**src/rtl/block_place_scan.sv**
```systemverilog
// block_place_scan: sequential piece expander. It walks the PIECE_N x PIECE_N
// piece mask one cell per clock and paints each set cell onto a board-sized
// map at the signed (pos_x, pos_y) offset. Alongside the map it produces the
// merged board, a collision flag and an out-of-bounds flag, and it returns the
// result through a valid/ready handshake.
module block_place_scan #(
  parameter int BOARD_W = 20,
  parameter int BOARD_H = 20,
  parameter int PIECE_N = 4,
  parameter int POS_W   = 9
) (
  input  logic                       clk,
  input  logic                       rst,
  input  logic                       in_valid,
  output logic                       in_ready,
  input  logic [PIECE_N*PIECE_N-1:0] piece_in,
  input  logic [POS_W-1:0]           pos_x,
  input  logic [POS_W-1:0]           pos_y,
  input  logic [BOARD_W*BOARD_H-1:0] board_in,
  output logic                       out_valid,
  input  logic                       out_ready,
  output logic [BOARD_W*BOARD_H-1:0] block_out,
  output logic [BOARD_W*BOARD_H-1:0] merged_out,
  output logic                       collide,
  output logic                       oob
);

  localparam int CELLS = PIECE_N * PIECE_N;
  localparam int NB    = BOARD_W * BOARD_H;
  localparam int CNT_W = (CELLS > 1) ? $clog2(CELLS) : 1;
  localparam int IDX_W = (NB > 1) ? $clog2(NB) : 1;
  // One extra bit so position + offset can never wrap.
  localparam int PW    = POS_W + 1;

  typedef enum logic [1:0] {IDLE, SCAN, DONE} state_t;

  state_t                   state_q, state_nxt;
  logic [CNT_W-1:0]         cnt_q;
  logic [CELLS-1:0]         piece_q;
  logic signed [POS_W-1:0]  px_q, py_q;
  logic [NB-1:0]            board_q;
  logic [NB-1:0]            block_q, merged_q;
  logic                     collide_q, oob_q;

  logic                     last_cell;
  logic                     cell_on;
  logic [CNT_W-1:0]         r_off, c_off;
  logic signed [PW-1:0]     row_s, col_s;
  logic                     in_bounds;
  logic [IDX_W-1:0]         idx;
  logic [NB-1:0]            block_nxt;
  logic                     collide_nxt, oob_nxt;

  assign in_ready   = (state_q == IDLE);
  assign out_valid  = (state_q == DONE);
  assign block_out  = block_q;
  assign merged_out = merged_q;
  assign collide    = collide_q;
  assign oob        = oob_q;

  // Geometry of the cell under the counter: board row/col and bounds test.
  always_comb begin
    last_cell = (cnt_q == CNT_W'(CELLS - 1));
    cell_on   = piece_q[cnt_q];
    r_off     = cnt_q / CNT_W'(PIECE_N);
    c_off     = cnt_q % CNT_W'(PIECE_N);
    row_s     = PW'(py_q) + $signed(PW'(r_off));
    col_s     = PW'(px_q) + $signed(PW'(c_off));
    in_bounds = (row_s >= 0) && (row_s < $signed(PW'(BOARD_H))) &&
                (col_s >= 0) && (col_s < $signed(PW'(BOARD_W)));
    // Only meaningful when in_bounds; row and col are then small non-negatives.
    idx       = IDX_W'(unsigned'(row_s)) * IDX_W'(BOARD_W) + IDX_W'(unsigned'(col_s));
  end

  // Next value of the result map and sticky flags for the current cell.
  always_comb begin
    block_nxt   = block_q;
    collide_nxt = collide_q;
    oob_nxt     = oob_q;
    if (cell_on) begin
      if (in_bounds) begin
        block_nxt[idx] = 1'b1;
        if (board_q[idx]) collide_nxt = 1'b1;
      end else begin
        oob_nxt = 1'b1;
      end
    end
  end

  // Next-state logic for the IDLE -> SCAN -> DONE handshake loop.
  always_comb begin
    state_nxt = state_q;
    case (state_q)
      IDLE:    if (in_valid) state_nxt = SCAN;
      SCAN:    if (last_cell) state_nxt = DONE;
      DONE:    if (out_ready) state_nxt = IDLE;
      default: state_nxt = IDLE;
    endcase
  end

  // State register.
  always_ff @(posedge clk) begin
    if (rst) state_q <= IDLE;
    else     state_q <= state_nxt;
  end

  // Request capture: operands are held for the whole scan, not reset.
  always_ff @(posedge clk) begin
    if (state_q == IDLE && in_valid) begin
      piece_q <= piece_in;
      px_q    <= pos_x;
      py_q    <= pos_y;
      board_q <= board_in;
    end
  end

  // Cell counter and result registers; cleared on accept, built during SCAN.
  always_ff @(posedge clk) begin
    if (rst) begin
      cnt_q     <= '0;
      block_q   <= '0;
      merged_q  <= '0;
      collide_q <= 1'b0;
      oob_q     <= 1'b0;
    end else begin
      case (state_q)
        IDLE: if (in_valid) begin
          cnt_q     <= '0;
          block_q   <= '0;
          merged_q  <= '0;
          collide_q <= 1'b0;
          oob_q     <= 1'b0;
        end
        SCAN: begin
          block_q   <= block_nxt;
          collide_q <= collide_nxt;
          oob_q     <= oob_nxt;
          if (last_cell) merged_q <= board_q | block_nxt;
          else           cnt_q    <= cnt_q + 1'b1;
        end
        default: ;
      endcase
    end
  end

endmodule

```
**config.mk**
```make
export PLATFORM = sky130hd
export DESIGN_NAME = block_place_scan
export DESIGN_NICKNAME = d
export VERILOG_FILES = /design/src/rtl/block_place_scan.sv
export SDC_FILE = /design/constraint.sdc
export NUM_CORES = 2
export LEC_CHECK = 0
export CAP_MARGIN = 15
export CORE_AREA = 2 2 480 482
export CTS_BUF_LIST = sky130_fd_sc_hd__clkbuf_16
export DETAILED_ROUTE_END_ITERATION = 10
export DIE_AREA = 0 0 482 484
export HOLD_SLACK_MARGIN = 0.05
export SLEW_MARGIN = 15
export SYNTH_ARGS = -nofsm -noshare
export SYNTH_HDL_FRONTEND = slang
export SYNTH_SLANG_ARGS = --single-unit
export TNS_END_PERCENT = 30
```
**constraint.sdc**
```tcl
create_clock -name clk -period 25 [get_ports clk]
set_input_delay 5 -clock clk [delete_from_list [all_inputs] [get_ports clk]]
set_output_delay 5 -clock clk [all_outputs]
set_load 0.05 [all_outputs]
```
==> results.toml <==
[grt]
overflow = 0
grt.busiest_layer = "met2"
gr-usage-met1 = 0.310
met2_usage = 0.397
antenna_found_initial = 41
grt_pass1_vias = 45600
use_met3 = 0.0823
grt_pass1_wl_um = 416000
grt_max_degree = 164
grt_usage = 0.259

[route]
drc_errors = 0
vias_per_cell = 5.51
firstDrtPassIters = 5
postRouteAntennaNets = 0
wirelength_um = 317000
vias = 48500
post_drt_wl_per_cell_um = 36.0
first_iter_violations = 6298

[worst_setup_path]
critical_path.slowest_cell = "buf_12"
cp_common_cell = "buf_12"
r2r_slack_ns = 18.25
worstSetupEndpointType = "flip-flop"
timing.rr.start = "cnt_q[0]$_SDFFE_PP0P_"
path_delay_family = "buffers and inverters"
max_stage_delay_ns = 0.52
rr_worst_depth = 12
rr_endpoint = "collide$_SDFFE_PP0P_"
crit_path_start_kind = "input port"
path_cells = "clkdlybuf4s50_1 > nand2_4 > inv_8 > buf_12 > buf_16 > buf_12"
arrival_ns = 8.41
crit_required_ns = 25.39
path_buf_inv = 5
crit_type = "input port to flip-flop"
worstPathMaxFanout = 129

[clock_tree]
clock_path_buffers = 3
hold_buffers = 0
post_cts_buffers = 0
numCtsBuffers = 141
cts_resized = 0
cts_tree = "yes"
cts_root_buf = "clkbuf_16"
clkTransAtPathRegs_ns = 0.06
cts_sinks = 1242
clock_latency_ns = 0.80
htree_levels = 4

[run]
max_cap_violations = 0

[pwr]
combPwrFrac = 0.158
p_clk_frac = 0.407
p_int_mw = 3.50
seqPwrFrac = 0.435
power.density_mw_per_mm2 = 71.3
p_leak_nw = 21.8
p_sw_frac = 0.304
power_switching_mw = 1.53
irDropWorstVdd_mv = 0.0440

[floorplan]
die_width_um = 482
fp-row-count = 176
start_util = 0.221
fp.coreArea_mm2 = 0.229
pin_count = 1242
die_area_mm2 = 0.233
die_h_um = 484

[placed_design]
portBuffers = 1241
dp_cells = 8503
post-place-ws_ns = 16.38
gp_congestion = 0.923
dpl.hpwl_um = 221000

[logic_synthesis]
avgSynthCellArea_um2 = 10.8
synth_seq_cells = 1242
ys_types = 70
async_reset_ff_frac = 0
syn-num-nets = 5118
synth_warnings = 0
synth_cells = 4659
ys_seq_area_frac = 0.579
synth-edff-count = 434
synth_flop_cell = "dfxtp_1"
netlist_area_mm2 = 0.0504

[timing]
worst-slew-pin-transition_ns = 1.20
rsz0062_at_grt = "no"
tns_ns = 0
slew_violations = 0
clock.fmax_mhz = 125
finalSetupViolations = 0
fin_ws_ns = 16.98
post-route-period-util = 0.321
clock_skew_ns = 0.0325
finalHoldViolations = 0
post-route-min-period_ns = 8.02
slew-limit-headroom = 0.199

[final_layout]
layout.nets = 6080
area_growth_pct = 39.8
layout_common_cells = "1,240 x clkdlybuf4s50_1, 808 x dfxtp_1, 434 x a211oi_1, 434 x edfxtp_1, 415 x a21oi_1"
drive_gt1_frac = 0.0896
fill_cells = 23300
layout_commonest_cell = "clkdlybuf4s50_1"
fin_cells = 8797

[outcome]
status = "finished, final reports clean"

[worst_hold_path]
holdPathEnd = "oob$_SDFFE_PP0P_"
hold_class = "flip-flop to flip-flop"
worstHoldStart = "oob$_SDFFE_PP0P_"
whs_path_depth = 2
layer usage:
layer	wire length, um	vias up
li1	-	19900
met2	141000	3582
met1	117000	24300
met3	35700	698
met4	23500	2
met5	13	-
power groups by stage:
stage	registers, mW	logic, mW	clock network (mW)
finish	2.19	0.795	2.05
global route	2.19	0.816	2.14
CTS	2.19	0.798	2.07
detailed placement	2.23	0.795	0
global placement	2.23	0.791	0
floorplan	2.22	0.356	0
cell usage after synthesis (17+ instances only):
library cell,number,area share
a211oi_1,434,0.065
clkbuf_1,409,0.030
nand3_1,64,0.0064
nor2_1,352,0.026
buf_1,17,0.0013
nand4_1,204,0.025
a31oi_1,328,0.041
nand2_1,121,0.0090
nand4b_1,151,0.026
ha_1,17,0.0042
edfxtp_1,434,0.26
a21oi_1,415,0.041
and3_1,17,0.0021
mux4_2,117,0.052
o21ai_0,84,0.0083
buf_2,111,0.011
mux2i_1,18,0.0036
dfxtp_1,808,0.32
nor3_1,365,0.036
worst max-delay path by stage:
stage,cells after the start,slack [ns],endpoint,from
after global routing,7,16.98,merged_out[28]$_SDFFE_PP0P_,in_valid
after global placement,7,16.45,merged_out[31]$_SDFFE_PP0P_,in_valid
after floorplan,7,9.75,merged_out[285]$_SDFFE_PP0P_,in_valid
final,6,16.98,board_q[204]$_DFFE_PP_,in_valid
after detailed placement,7,16.38,merged_out[28]$_SDFFE_PP0P_,in_valid
after CTS,7,17.22,merged_out[28]$_SDFFE_PP0P_,in_valid
sequential cells by signal, indices dropped and copies added (netlist names):
register    cells
block_out     400
board_q       400
merged_out    400
piece_q        16
px_q            9
py_q            9
cnt_q           4
state_q         2
collide         1
oob             1
per-stage QoR:
| stage | total power, mW | utilization | cell area [um^2] | hold WS (ns) |
|---|---|---|---|---|
| floorplan | 2.58 | - | 50400 | 0.505 |
| detailed placement | 3.02 | 0.288 | 65900 | 0.436 |
| CTS | 5.05 | 0.308 | 70400 | 0.444 |
| global route | 5.14 | 0.308 | 70400 | 0.457 |
| global placement | 3.02 | 0.288 | 65900 | 0.430 |
| finish | 5.03 | 0.308 | 70500 | 0.441 |
final cells by class:
type | count | area, um^2 | share of cell area
Antenna cell | 32 | 80.1 | 0.00114
Clock buffer | 146 | 3650 | 0.0518
Clock inverter | 115 | 787 | 0.0112
Inverter | 11 | 48.8 | 0.000692
Multi-Input combinational cell | 2865 | 19500 | 0.276
Sequential cell | 1242 | 29200 | 0.414
Tap cell | 3026 | 3790 | 0.0537
Timing Repair Buffer | 1360 | 13500 | 0.191
tightest hold or removal path: stages (launching register included):
cell	delay, ns
dfxtp_1	0.31
nand2_1	0.05
nand2_1	0.04
cells by family after synthesis:
logic type | share of synthesized area
buffers and inverters | 0.0441
AND/OR/NAND/NOR | 0.147
adder cells (fa/ha/maj) | 0.00581
multiplexers | 0.0558
AO/OA/AOI/OAI | 0.165
XOR/XNOR | 0.00377
flip-flops | 0.579
Power figures use the tool's default switching activity.
